### src/rtl/mult_sched_pkg.sv
// rtl/mult_sched_pkg.sv - shared types and widths for the multiplier scheduler
//
// Holds the FSM state encoding, operand/result widths and the default
// WAIT/DRAIN timeout used by mult_sched and its testbench.
package mult_sched_pkg;

    localparam int OP_W        = 16;
    localparam int RES_W       = 32;
    localparam int TIMEOUT_DEF = 64;

    typedef enum logic [1:0] {
        S_IDLE  = 2'd0,
        S_ISSUE = 2'd1,
        S_WAIT  = 2'd2,
        S_DRAIN = 2'd3
    } state_e;

endpackage

### src/rtl/mult_rr_arb.sv
// rtl/mult_rr_arb.sv - round-robin selector for the multiplier scheduler
//
// Ports:
//   req_i  - request vector, one bit per requester
//   last_i - index of the previous grantee; search starts at last_i + 1
//   gnt_o  - one-hot grant (all zero when no request)
//   idx_o  - index of the granted requester (0 when no request)
module mult_rr_arb #(
    parameter int NREQ = 2,
    parameter int IW   = (NREQ > 1) ? $clog2(NREQ) : 1
) (
    input  logic [NREQ-1:0] req_i,
    input  logic [IW-1:0]   last_i,
    output logic [NREQ-1:0] gnt_o,
    output logic [IW-1:0]   idx_o
);

    logic          found;
    logic [IW-1:0] cand;

    // Walk the requesters in rotated order; the previous grantee is visited
    // last, so it only wins again when nobody else is asking.
    always_comb begin
        gnt_o = '0;
        idx_o = '0;
        found = 1'b0;
        cand  = '0;
        for (int k = 1; k <= NREQ; k++) begin
            cand = IW'((int'(last_i) + k) % NREQ);
            if (!found && req_i[cand]) begin
                found       = 1'b1;
                gnt_o[cand] = 1'b1;
                idx_o       = cand;
            end
        end
    end

endmodule

### src/rtl/mult_sched.sv
// rtl/mult_sched.sv - shares one external multiplier among NREQ requesters
//
// Ports:
//   clk, reset               - clock, asynchronous active-low reset
//   req_valid/req_a/req_b    - per-requester level requests and packed operands
//   req_ready                - one-cycle accept pulse to the granted requester
//   resp_valid/resp_result/resp_err - one-cycle response pulse, product, timeout flag
//   mul_init/mul_op_a/mul_op_b      - start pulse and operands to the multiplier
//   mul_done/mul_result      - multiplier completion level and product
module mult_sched
    import mult_sched_pkg::*;
#(
    parameter int NREQ    = 2,
    parameter int TIMEOUT = TIMEOUT_DEF
) (
    input  logic                 clk,
    input  logic                 reset,
    input  logic [NREQ-1:0]      req_valid,
    input  logic [NREQ*OP_W-1:0] req_a,
    input  logic [NREQ*OP_W-1:0] req_b,
    output logic [NREQ-1:0]      req_ready,
    output logic [NREQ-1:0]      resp_valid,
    output logic [RES_W-1:0]     resp_result,
    output logic                 resp_err,
    output logic                 mul_init,
    output logic [OP_W-1:0]      mul_op_a,
    output logic [OP_W-1:0]      mul_op_b,
    input  logic                 mul_done,
    input  logic [RES_W-1:0]     mul_result
);

    localparam int            IW  = (NREQ > 1) ? $clog2(NREQ) : 1;
    localparam int            CW  = $clog2(TIMEOUT + 1);
    localparam logic [CW-1:0] TMO = CW'(TIMEOUT);

    state_e            state_q, state_d;
    logic [IW-1:0]     last_q, last_d;
    logic [NREQ-1:0]   ready_q, ready_d;
    logic [OP_W-1:0]   op_a_q, op_a_d;
    logic [OP_W-1:0]   op_b_q, op_b_d;
    logic [CW-1:0]     cnt_q, cnt_d, cnt_inc;
    logic [NREQ-1:0]   resp_valid_q, resp_valid_d;
    logic [RES_W-1:0]  resp_result_q, resp_result_d;
    logic              resp_err_q, resp_err_d;

    logic [NREQ-1:0]   gnt;
    logic [IW-1:0]     gnt_idx;

    mult_rr_arb #(
        .NREQ (NREQ),
        .IW   (IW)
    ) u_arb (
        .req_i  (req_valid),
        .last_i (last_q),
        .gnt_o  (gnt),
        .idx_o  (gnt_idx)
    );

    always_comb begin
        state_d       = state_q;
        last_d        = last_q;
        ready_d       = '0;
        op_a_d        = op_a_q;
        op_b_d        = op_b_q;
        cnt_inc       = (cnt_q >= TMO) ? TMO : cnt_q + 1'b1;
        cnt_d         = cnt_inc;
        resp_valid_d  = '0;
        resp_result_d = '0;
        resp_err_d    = 1'b0;

        case (state_q)
            S_IDLE: begin
                // A mul_done still high here is left over from an earlier
                // operation (or one cut short by reset); starting now would
                // let that stale level be mistaken for the new result.
                if ((|req_valid) && !mul_done) begin
                    ready_d = gnt;
                    last_d  = gnt_idx;
                    op_a_d  = req_a[int'(gnt_idx)*OP_W +: OP_W];
                    op_b_d  = req_b[int'(gnt_idx)*OP_W +: OP_W];
                    state_d = S_ISSUE;
                end
            end
            S_ISSUE: begin
                cnt_d   = '0;
                state_d = S_WAIT;
            end
            S_WAIT: begin
                if (mul_done) begin
                    resp_valid_d[last_q] = 1'b1;
                    resp_result_d        = mul_result;
                    cnt_d                = '0;
                    state_d              = S_DRAIN;
                end else if (cnt_inc == TMO) begin
                    resp_valid_d[last_q] = 1'b1;
                    resp_err_d           = 1'b1;
                    cnt_d                = '0;
                    state_d              = S_DRAIN;
                end
            end
            S_DRAIN: begin
                if (!mul_done || (cnt_inc == TMO)) begin
                    state_d = S_IDLE;
                end
            end
            default: state_d = S_IDLE;
        endcase
    end

    always_ff @(posedge clk or negedge reset) begin
        if (!reset) begin
            state_q       <= S_IDLE;
            // Last grantee = NREQ-1 makes requester 0 first in line.
            last_q        <= IW'(NREQ - 1);
            ready_q       <= '0;
            op_a_q        <= '0;
            op_b_q        <= '0;
            cnt_q         <= '0;
            resp_valid_q  <= '0;
            resp_result_q <= '0;
            resp_err_q    <= 1'b0;
        end else begin
            state_q       <= state_d;
            last_q        <= last_d;
            ready_q       <= ready_d;
            op_a_q        <= op_a_d;
            op_b_q        <= op_b_d;
            cnt_q         <= cnt_d;
            resp_valid_q  <= resp_valid_d;
            resp_result_q <= resp_result_d;
            resp_err_q    <= resp_err_d;
        end
    end

    // req_ready is registered and so coincides with the single ISSUE cycle,
    // which is also the one cycle mul_init is decoded high.
    assign req_ready   = ready_q;
    assign mul_init    = (state_q == S_ISSUE);
    assign mul_op_a    = op_a_q;
    assign mul_op_b    = op_b_q;
    assign resp_valid  = resp_valid_q;
    assign resp_result = resp_result_q;
    assign resp_err    = resp_err_q;

endmodule

### config.mk
export PLATFORM = sky130hd
export DESIGN_NAME = mult_sched
export DESIGN_NICKNAME = d
export VERILOG_FILES = /design/src/rtl/mult_sched_pkg.sv /design/src/rtl/mult_rr_arb.sv /design/src/rtl/mult_sched.sv
export SDC_FILE = /design/constraint.sdc
export NUM_CORES = 1
export LEC_CHECK = 0
export BUFFER_PORTS_ARGS = -buffer_cell sky130_fd_sc_hd__buf_2
export CAP_MARGIN = 20
export CORE_UTILIZATION = 40
export CTS_CLUSTER_DIAMETER = 50
export DETAILED_ROUTE_END_ITERATION = 8
export PLACE_DENSITY = 0.72
export REMOVE_ABC_BUFFERS = 1
export SLEW_MARGIN = 20
export SYNTH_ARGS = -nofsm -noshare
export SYNTH_HDL_FRONTEND = slang
export SYNTH_SLANG_ARGS = --single-unit
### constraint.sdc
create_clock -name clk -period 3.1 [get_ports clk]
set_clock_uncertainty 0.2 [all_clocks]
set_input_delay 0.155 -clock clk [delete_from_list [all_inputs] [get_ports clk]]
set_output_delay 0.155 -clock clk [all_outputs]
set_load 0.01 [all_outputs]
==> results.py, run 1 <==
metrics = {
    "floorplanning": {
        "die_area_um2": 8571,
        "initial_core_util_pct": 41.82,
        "die-width_um": 92.58,
        "core_um2": 7848,
        "rows": 32,
        "io_pins": 171,
        "die_h_um": 92.58,
    },
    "clocking": {
        "root_buffer": "clkbuf_8",
        "cts_num_sinks": 79,
        "htreeDepth": 3,
        "path_clk_slew_ns": 0.09,
        "cts_buffers": 9,
        "cts_setup_buffers": 0,
        "cts_tree": "built",
        "clk_latency_ns": 0.35,
        "clk_path_buf_depth": 2,
    },
    "synthesis": {
        "yosys_warnings": 0,
        "synthTopCellsByArea": "dfrtp_1 59%, mux2i_1 10%, and3_1 6.1%, o21ai_1 4.4%, nand2_1 3.9%",
        "netlist_instances": 279,
        "yosysTopAreaCellShare_pct": 59.47,
        "synth_largest_area_cell": "dfrtp_1",
        "synth.distinct_cells": 30,
        "synthArstFlopShare_pct": 100.0,
        "yosys.area_share.xor_xnor_pct": 1.067,
        "seq_area_frac_synth_pct": 60.27,
        "synth-edff-count": 0,
        "yosys.area_share.simple_pct": 13.95,
        "syn_avg_cell_area_um2": 11.76,
        "yosysMostFrequentCell": "dfrtp_1",
        "synthTopCellsByCount": "78 x dfrtp_1, 34 x nand2_1, 33 x mux2i_1",
        "synth_mux_area_share_pct": 10.52,
        "synth_top_family_by_area": "simple AND/OR/NAND/NOR gates",
        "ys.flop_type": "dfrtp_1",
        "ys_ff_latch": 79,
        "syn-cell-area_um2": 3282,
        "synth-adder-area-share_pct": 2.669,
        "synth_compound_area_share_pct": 7.244,
    },
    "routing": {
        "final_antenna_net_count": 0,
        "drt_iter0_drc": 110,
        "vias": 3139,
        "viasPerCell": 4.822,
        "drtPass1Iterations": 4,
        "wl_um": 10110,
        "wl_per_cell_um": 15.53,
        "remaining_drc_errors": 0,
    },
    "timing": {
        "clock.fmax_mhz": 393.7,
        "fin_crit_sh_pct": 81.94,
        "hold_viol": 0,
        "period_minus_slack_ns": 2.540,
        "relSlewSlack_pct": 36.21,
        "setup_ws_ns": 0.5599,
        "maxSlewViolCount": 0,
        "setup_viol": 0,
        "worst_slew_pin_slew_ns": 0.9568,
        "fin_setup_tns_ns": 0,
        "rsz0062_at_grt": "no",
    },
    "layout": {
        "fillers": 568,
        "post-route-util_pct": 68.61,
        "multi_input_area_um2": 1171,
        "regArea_um2": 1978,
        "syn2layout_area_growth_pct": 64.05,
        "drive_gt1_share_pct": 35.88,
        "nets": 652,
        "finalInstanceArea_um2": 5384,
        "final_cells": 651,
        "n_antenna_cell": 0,
    },
    "grt": {
        "grt_pass1_vias": 3366,
        "grt-ovfl-total": 0,
        "grt_first_pass_wirelength_um": 16090,
        "grt_use_total_pct": 24.88,
        "antenna_found_initial": 0,
        "grt_max_degree": 80,
    },
    "power_and_ir_drop": {
        "cellLeakagePower_nw": 2.989,
        "powerDensity_nw_per_um2": 695.0,
        "peakVddDrop_mv": 0.2914,
    },
    "critical_path": {
        "startpoint_type": "input pin",
        "critPathRequiredTime_ns": 3.09,
        "cp.arrival_ns": 2.53,
        "cp-end-kind": "register",
        "path_max_fanout": 30,
        "crit_type": "input pin to register",
    },
    "placed_design": {
        "gp_congestion": 0.7778,
        "dp_hpwl_um": 5197,
        "port-buffer-count": 170,
        "dp_slack_ns": 1.135,
        "dp_cells": 536,
        "dpl_cell_area_um2": 4172,
    },
    "job": {
        "drv_cap": 0,
    },
    "run_status": {
        "status": "complete, no violations",
    },
    "worst_hold_path": {
        "hold_class": "input pin to register",
    },
}
==> kinds of logic (layout without fill, tap and decap cells) <==
| logic type | after synthesis | count (layout) |
|---|---|---|
| fa+ha+maj | 7 | 7 |
| mux | 34 | 34 |
| xor+xnor | 4 | 4 |
| flops | 79 | 79 |
| compound gates | 43 | 43 |
| buf+inv | 24 | 294 |
| simple gates | 88 | 88 |
==> report_power, final <==
part | switching, mW | total [mW] | internal (mW) | leakage (nW)
combinational | 0.767 | 1.40 | 0.634 | 1.85
sequential | 0.172 | 1.50 | 1.33 | 1.04
clock | 0.384 | 0.838 | 0.454 | 0.105
==> area by class of cell <==
type,instances,share of cell area [%]
Tap cell,102,2.370
Clock inverter,7,1.813
Timing Repair Buffer,271,34.53
Sequential cell,79,36.74
Clock buffer,9,2.301
Inverter,7,0.4880
Multi-Input combinational cell,176,21.75
==> stage by stage <==
step | total power, mW | hold WS, ns
2_1_floorplan | 2.187 | -0.3406
3_3_place_gp | 2.655 | 0.1750
3_5_place_dp | 2.705 | 0.1754
4_1_cts | 3.690 | 0.03149
5_1_grt | 3.984 | 0.04570
6_report | 3.742 | 0.05650
==> critical path, stage by stage <==
cell           delay [ns]
dlygate4sd3_1        0.54
buf_2                0.15
a21oi_4              0.18
buf_4                0.47
mux2i_1              0.30
dlygate4sd3_1        0.61
o21ai_0              0.10
==> flip-flops by register name, summed over array words and instances (netlist names) <==
signal / count
resp_valid: 2
resp_result: 32
cnt_q: 7
last_q: 1
mul_op_b: 16
resp_err: 1
req_ready: 2
mul_op_a: 16
state_q: 2
==> cell usage in the layout (no fill, tap or decap), types with 2 or more instances in the layout <==
| cell type | n |
|---|---|
| buf_2 | 169 |
| dlygate4sd3_1 | 99 |
| dfrtp_1 | 78 |
| nand2_1 | 34 |
| mux2i_1 | 33 |
| and3_1 | 32 |
| o21ai_1 | 29 |
| nor2_1 | 14 |
| clkbuf_8 | 9 |
| inv_1 | 7 |
| ha_1 | 7 |
| o21ai_0 | 6 |
| nand3_1 | 3 |
| xor2_1 | 3 |
| buf_4 | 3 |
| a21o_1 | 2 |
| clkinvlp_4 | 2 |
| bufinv_16 | 2 |
| clkinv_4 | 2 |
==> per-layer routing <==
layer / wire length [um] / share of wire [%] / GRT usage [%] / vias up
li1: - / - / - / 1479
met1: 3913 / 39 / 26.98 / 1479
met2: 5075 / 50 / 43.09 / 148
met3: 798 / 7.9 / 8.128 / 33
met4: 323 / 3.2 / 13.02 / 0
met5: 0 / 0 / 0 / -
==> timing repair <==
action | CTS | global route
endpoints found under the hold margin | 144 | 0
hold buffers | 99 | 0
resized for setup | 0 | 0
setup endpoints to repair | 0 | 0
==> worst paths after layout <==
check	startpoint	slack (ns)	end	cells after the start
min in group asynchronous	reset	0.33	mul_op_b[1]	2
setup reg to reg	last_q	0.62	mul_op_b[0]	5
hold reg to reg	mul_op_b[5]	0.28	mul_op_b[5]	2
max in group asynchronous	reset	1.75	resp_result[1]	2
hold / removal	req_valid[1]	0.06	req_ready[1]	4
setup / recovery	req_valid[0]	0.56	mul_op_b[0]	7
(Power assumes the default switching activity.)
==> run 2: changes to the inputs <==
==> constraint.sdc (replaced) <==
create_clock -name clk -period 2.4 [get_ports clk]
set_clock_uncertainty 0.2 [all_clocks]
set_input_delay 0.12 -clock clk [delete_from_list [all_inputs] [get_ports clk]]
set_output_delay 0.12 -clock clk [all_outputs]
set_load 0.01 [all_outputs]
==> run 2 against run 1 <==
  * Worst setup slack got worse by 0.42 ns
  * Clock power is 23% higher
  * Total power rose by 27%
  * Final cell count is 1.2% higher
  * Sequential share of layout area down 0.37 points
  * Die area unchanged
  * Wire length increased by 0.45%
  * Combinational power up 29%
  * First-iteration DRC count shrank 10%
  * Worst hold slack improved by 0.022 ns
  * Utilization is 0.70 points higher
  * Global-route usage down 0.34 points
  * Critical path type unchanged
==> results.py, run 2 (synthesis results as in run 1) <==
metrics = {
    "run_status": {
        "status": "complete, no violations",
    },
    "grt": {
        "grt-ovfl-total": 0,
        "grt_max_degree": 68,
        "grt_use_total_pct": 24.54,
        "grt_pass1_vias": 3328,
        "antenna_found_initial": 1,
        "grt_first_pass_wirelength_um": 16010,
    },
    "floorplanning": {
        "die_area_um2": 8571,
        "rows": 32,
        "core_um2": 7848,
        "die-width_um": 92.58,
        "initial_core_util_pct": 41.82,
        "die_h_um": 92.58,
        "io_pins": 171,
    },
    "layout": {
        "drive_gt1_share_pct": 36.15,
        "post-route-util_pct": 69.31,
        "final_cell_mix": "169 x buf_2, 100 x dlygate4sd3_1, 78 x dfrtp_1, 34 x nand2_1, 33 x mux2i_1",
        "nets": 659,
        "final_cells": 659,
        "largest_register_ffs": 32,
        "fillers": 548,
        "layout_commonest_cell": "buf_2",
        "syn2layout_area_growth_pct": 65.73,
    },
    "critical_path": {
        "critPathRequiredTime_ns": 2.39,
        "path_max_fanout": 12,
        "startpoint_type": "input pin",
        "crit_type": "input pin to register",
        "cp.arrival_ns": 2.26,
        "cp-end-kind": "register",
    },
    "timing": {
        "hold_viol": 0,
        "clock.fmax_mhz": 441.6,
        "setup_viol": 0,
        "worst_slew_pin_slew_ns": 0.7283,
        "fin_setup_tns_ns": 0,
        "fin_crit_sh_pct": 94.35,
        "maxSlewViolCount": 0,
        "period_minus_slack_ns": 2.264,
        "setup_ws_ns": 0.1356,
        "relSlewSlack_pct": 51.45,
        "rsz0062_at_grt": "no",
    },
    "worst_hold_path": {
        "hold_class": "input pin to async pin",
    },
    "clocking": {
        "cts_num_sinks": 79,
        "root_buffer": "clkbuf_8",
        "clk_path_buf_depth": 2,
        "path_clk_slew_ns": 0.08,
        "htreeDepth": 3,
        "clk_latency_ns": 0.34,
        "cts_resized": 0,
        "cts_tree": "built",
        "cts_buffers": 9,
    },
    "routing": {
        "vias": 3178,
        "drt_iter0_drc": 99,
        "final_antenna_net_count": 0,
        "remaining_drc_errors": 0,
        "drtPass1Iterations": 4,
        "wl_per_cell_um": 15.41,
        "viasPerCell": 4.822,
        "wl_um": 10160,
    },
    "placed_design": {
        "dp_hpwl_um": 5579,
        "dp_slack_ns": 0.4159,
        "dp_cells": 539,
        "gp_congestion": 0.7423,
        "port-buffer-count": 170,
    },
    "power_and_ir_drop": {
        "cellLeakagePower_nw": 3.029,
        "peakVddDrop_mv": 0.4160,
        "total_power_mw": 4.763,
        "powerDensity_nw_per_um2": 875.7,
    },
    "job": {
        "drv_cap": 0,
    },
}
==> run 2: cell count changes in the layout (fill, tap and decap cells not counted), sizes merged <==
cell         before  now
clkbuf            9   11
dlygate4sd3      99  100
buf             172  178
diode             0    1
clkinvlp          2    0
==> run 2: area by class of cell <==
type,instances,area (um^2),area share (%)
Antenna cell,1,2.502,0.04601
Clock buffer,11,131.4,2.415
Clock inverter,5,75.07,1.380
Inverter,7,26.28,0.4831
Multi-Input combinational cell,176,1171,21.53
Sequential cell,79,1978,36.37
Tap cell,102,127.6,2.346
Timing Repair Buffer,278,1927,35.43
==> run 2: path summary, 6_finish.rpt <==
kind                                   start  slack, ns  depth (start not counted)             end
worst max-delay path            req_valid[0]       0.14                          7     mul_op_b[9]
worst min-delay path                   reset       0.08                          2     mul_op_a[7]
worst max register to register        last_q       0.23                          5     mul_op_b[9]
worst min register to register   mul_op_b[2]       0.28                          2     mul_op_b[2]
max in group asynchronous              reset       1.32                          3  resp_result[6]
min in group clk                req_valid[1]       0.21                          5      state_q[0]
==> run 2: through the flow <==
stage / hold WS [ns] / area [um^2]
2_1_floorplan: -0.3756 / 3168
3_3_place_gp: -0.07798 / 4207
3_5_place_dp: -0.06948 / 4207
4_1_cts: 0.09632 / 5414
5_1_grt: 0.1185 / 5439
6_report: 0.07879 / 5439
==> run 2: layer usage <==
metal	wire, um	track usage [%]	up-vias	part of all wire (%)
li1	-	-	1488	-
met1	4089	27.57	1508	40
met2	5031	43.21	145	50
met3	715	6.158	37	7.0
met4	320	11.98	0	3.2
met5	0	0	-	0
==> run 2: critical path, cell delays in order <==
cell and delay, ns:
dlygate4sd3_1 0.55, buf_2 0.15, a21oi_4 0.26, buf_4 0.30, mux2i_1 0.24, dlygate4sd3_1 0.58
o21ai_1 0.06
==> run 2: power breakdown <==
part / leakage, nW / switching (mW) / internal (mW)
Combinational: 1.88 / 0.979 / 0.823
Clock: 0.107 / 0.449 / 0.582
Sequential: 1.04 / 0.212 / 1.72
Total: 3.03 / 1.64 / 3.12
==> run 2: repair_timing <==
action,CTS,global route
hold buffers,100,0
setup endpoints to repair,0,14
endpoints found under the hold margin,145,0
buffers inserted,0,3
==> run 3: changes to the inputs <==
--- a/config.mk
+++ b/config.mk
@@ -10,8 +10,7 @@
 export CORE_UTILIZATION = 40
 export CTS_CLUSTER_DIAMETER = 50
 export DETAILED_ROUTE_END_ITERATION = 8
-export PLACE_DENSITY = 0.72
-export REMOVE_ABC_BUFFERS = 1
+export PLACE_DENSITY = 0.8
 export SLEW_MARGIN = 20
 export SYNTH_ARGS = -nofsm -noshare
 export SYNTH_HDL_FRONTEND = slang
==> run 3 against run 2 <==
  * Flip-flop and latch count is the same
  * Worst hold slack lost 0.016 ns
  * Register-to-register slack gained 0.09 ns
  * Final area shrank 0.90%
  * Clock-buffer cell count shrank 2
  * First-iteration DRC count grew 8.1%
  * Combinational power shrank 3%
  * Critical path depth is the same
  * Worst setup slack gained 0.074 ns
  * Wire length shrank 4.3%
  * Sequential power is essentially flat
  * Largest cell class unchanged
==> results.py, run 3 (synthesis results as in run 1) <==
metrics = {
    "run_status": {
        "status": "complete, no violations",
    },
    "routing": {
        "remaining_drc_errors": 0,
        "vias": 3094,
        "viasPerCell": 4.731,
        "final_antenna_net_count": 0,
        "drtPass1Iterations": 4,
        "drt_iter0_drc": 107,
        "wl_per_cell_um": 14.87,
        "wl_um": 9722,
    },
    "timing": {
        "maxSlewViolCount": 0,
        "worst_slew_pin_slew_ns": 0.7040,
        "period_minus_slack_ns": 2.191,
        "setup_viol": 0,
        "clock.fmax_mhz": 456.5,
        "fin_setup_tns_ns": 0,
        "fin_crit_sh_pct": 91.27,
        "rsz0062_at_grt": "no",
        "hold_viol": 0,
        "relSlewSlack_pct": 53.06,
    },
    "layout": {
        "syn2layout_area_growth_pct": 64.24,
        "finalInstanceArea_um2": 5390,
        "n_antenna_cell": 0,
        "regArea_um2": 1978,
        "largest_register_ffs": 32,
        "layout_commonest_cell": "buf_2",
        "fillers": 600,
        "nets": 655,
        "multi_input_area_um2": 1171,
        "final_cell_mix": "169 x buf_2, 99 x dlygate4sd3_1, 78 x dfrtp_1, 34 x nand2_1, 33 x mux2i_1",
        "drive_gt1_share_pct": 36.23,
    },
    "grt": {
        "grt_first_pass_wirelength_um": 15320,
        "antenna_found_initial": 0,
        "grt_use_total_pct": 23.52,
        "grt_pass1_vias": 3320,
        "grt-ovfl-total": 0,
        "grt_max_degree": 80,
    },
    "clocking": {
        "cts_num_sinks": 79,
        "cts_buffers": 9,
        "clk_path_buf_depth": 2,
        "path_clk_slew_ns": 0.10,
        "clk_latency_ns": 0.34,
        "cts_tree": "built",
        "root_buffer": "clkbuf_8",
        "htreeDepth": 3,
    },
    "power_and_ir_drop": {
        "internal-power_mw": 2.948,
        "p_seq_share_pct": 41.4,
        "swShare_pct": 36.55,
        "pwr-share-clk_pct": 21.0,
        "cellLeakagePower_nw": 3.004,
        "switchingPower_mw": 1.698,
        "power_frac_comb_pct": 37.6,
        "peakVddDrop_mv": 0.3751,
        "powerDensity_nw_per_um2": 862.0,
    },
    "placed_design": {
        "dpl_cell_area_um2": 4179,
        "dp_hpwl_um": 5136,
        "port-buffer-count": 170,
        "gp_congestion": 0.7971,
    },
    "synthesis": {
        "mappedNetlistNets": 387,
    },
    "worst_hold_path": {
        "hold_class": "input pin to async pin",
    },
    "critical_path": {
        "startpoint_type": "input pin",
        "cp-end-kind": "register",
        "path_max_fanout": 14,
        "crit_type": "input pin to register",
        "cp.arrival_ns": 2.21,
        "critPathRequiredTime_ns": 2.41,
    },
    "floorplanning": {
        "die_area_um2": 8571,
        "io_pins": 171,
        "core_um2": 7848,
        "initial_core_util_pct": 41.82,
        "rows": 32,
        "die_h_um": 92.58,
        "die-width_um": 92.58,
    },
    "job": {
        "drv_cap": 0,
    },
}
==> run 3: final timing paths <==
kind	from	depth (start not counted)	to	slack [ns]
worst min-delay path	reset	2	resp_result[3]	0.06
worst max-delay path	req_valid[0]	7	mul_op_a[4]	0.21
worst min register to register	mul_op_b[4]	2	mul_op_b[4]	0.28
worst max register to register	last_q	5	mul_op_a[4]	0.32
min in group clk	mul_done	2	resp_result[13]	0.08
max in group asynchronous	reset	3	last_q	1.28
==> run 3: power by group through the flow <==
stage	Clock (mW)	Combinational (mW)	Sequential, mW
after CTS	1.01	1.72	1.92
final	0.977	1.75	1.92
after global placement	0	1.49	1.93
after detailed placement	0	1.55	1.94
after global routing	1.07	1.91	1.97
after floorplan	0	0.792	2.10
==> run 3: what timing repair did <==
action | in CTS | in global routing
endpoints found under the hold margin | 143 | 0
buffers inserted | 0 | 1
setup endpoints to repair | 0 | 17
hold buffers | 99 | 0
gates resized for setup | 0 | 0
==> run 3: cell type report <==
type | count | area share (%)
clock buffers | 9 | 2.298
clock inverters | 7 | 1.277
inverters | 7 | 0.4875
multi-input cells | 176 | 21.73
flip-flops and latches | 79 | 36.70
well taps | 102 | 2.368
repair buffers | 274 | 35.14
==> run 3: metal layers <==
metal  GRT usage [%]  share of wire [%]
met1           24.09                 36
met2           43.77                 55
met3           4.598                3.9
met4           14.19                4.5
met5               0                  0
==> run 3: per-stage QoR <==
stage / worst slack [ns] / hold WS (ns) / instances / util (%) / total power, mW
floorplan: 0.5187 / -0.3756 / 279 / - / 2.889
global placement: 0.5062 / 0.1306 / 537 / 53.25 / 3.423
detailed placement: 0.4437 / 0.1451 / 537 / 53.25 / 3.489
CTS: 0.02845 / 0.05120 / 652 / 68.34 / 4.647
global route: 0.1120 / 0.08370 / 654 / 68.69 / 4.947
finish: 0.2094 / 0.06289 / 654 / 68.69 / 4.646
==> run 3: worst max-delay path: stages <==
cell	delay (ns)
dlygate4sd3_1	0.55
buf_2	0.16
a21oi_4	0.17
buf_4	0.28
mux2i_1	0.26
dlygate4sd3_1	0.59
o21ai_1	0.06
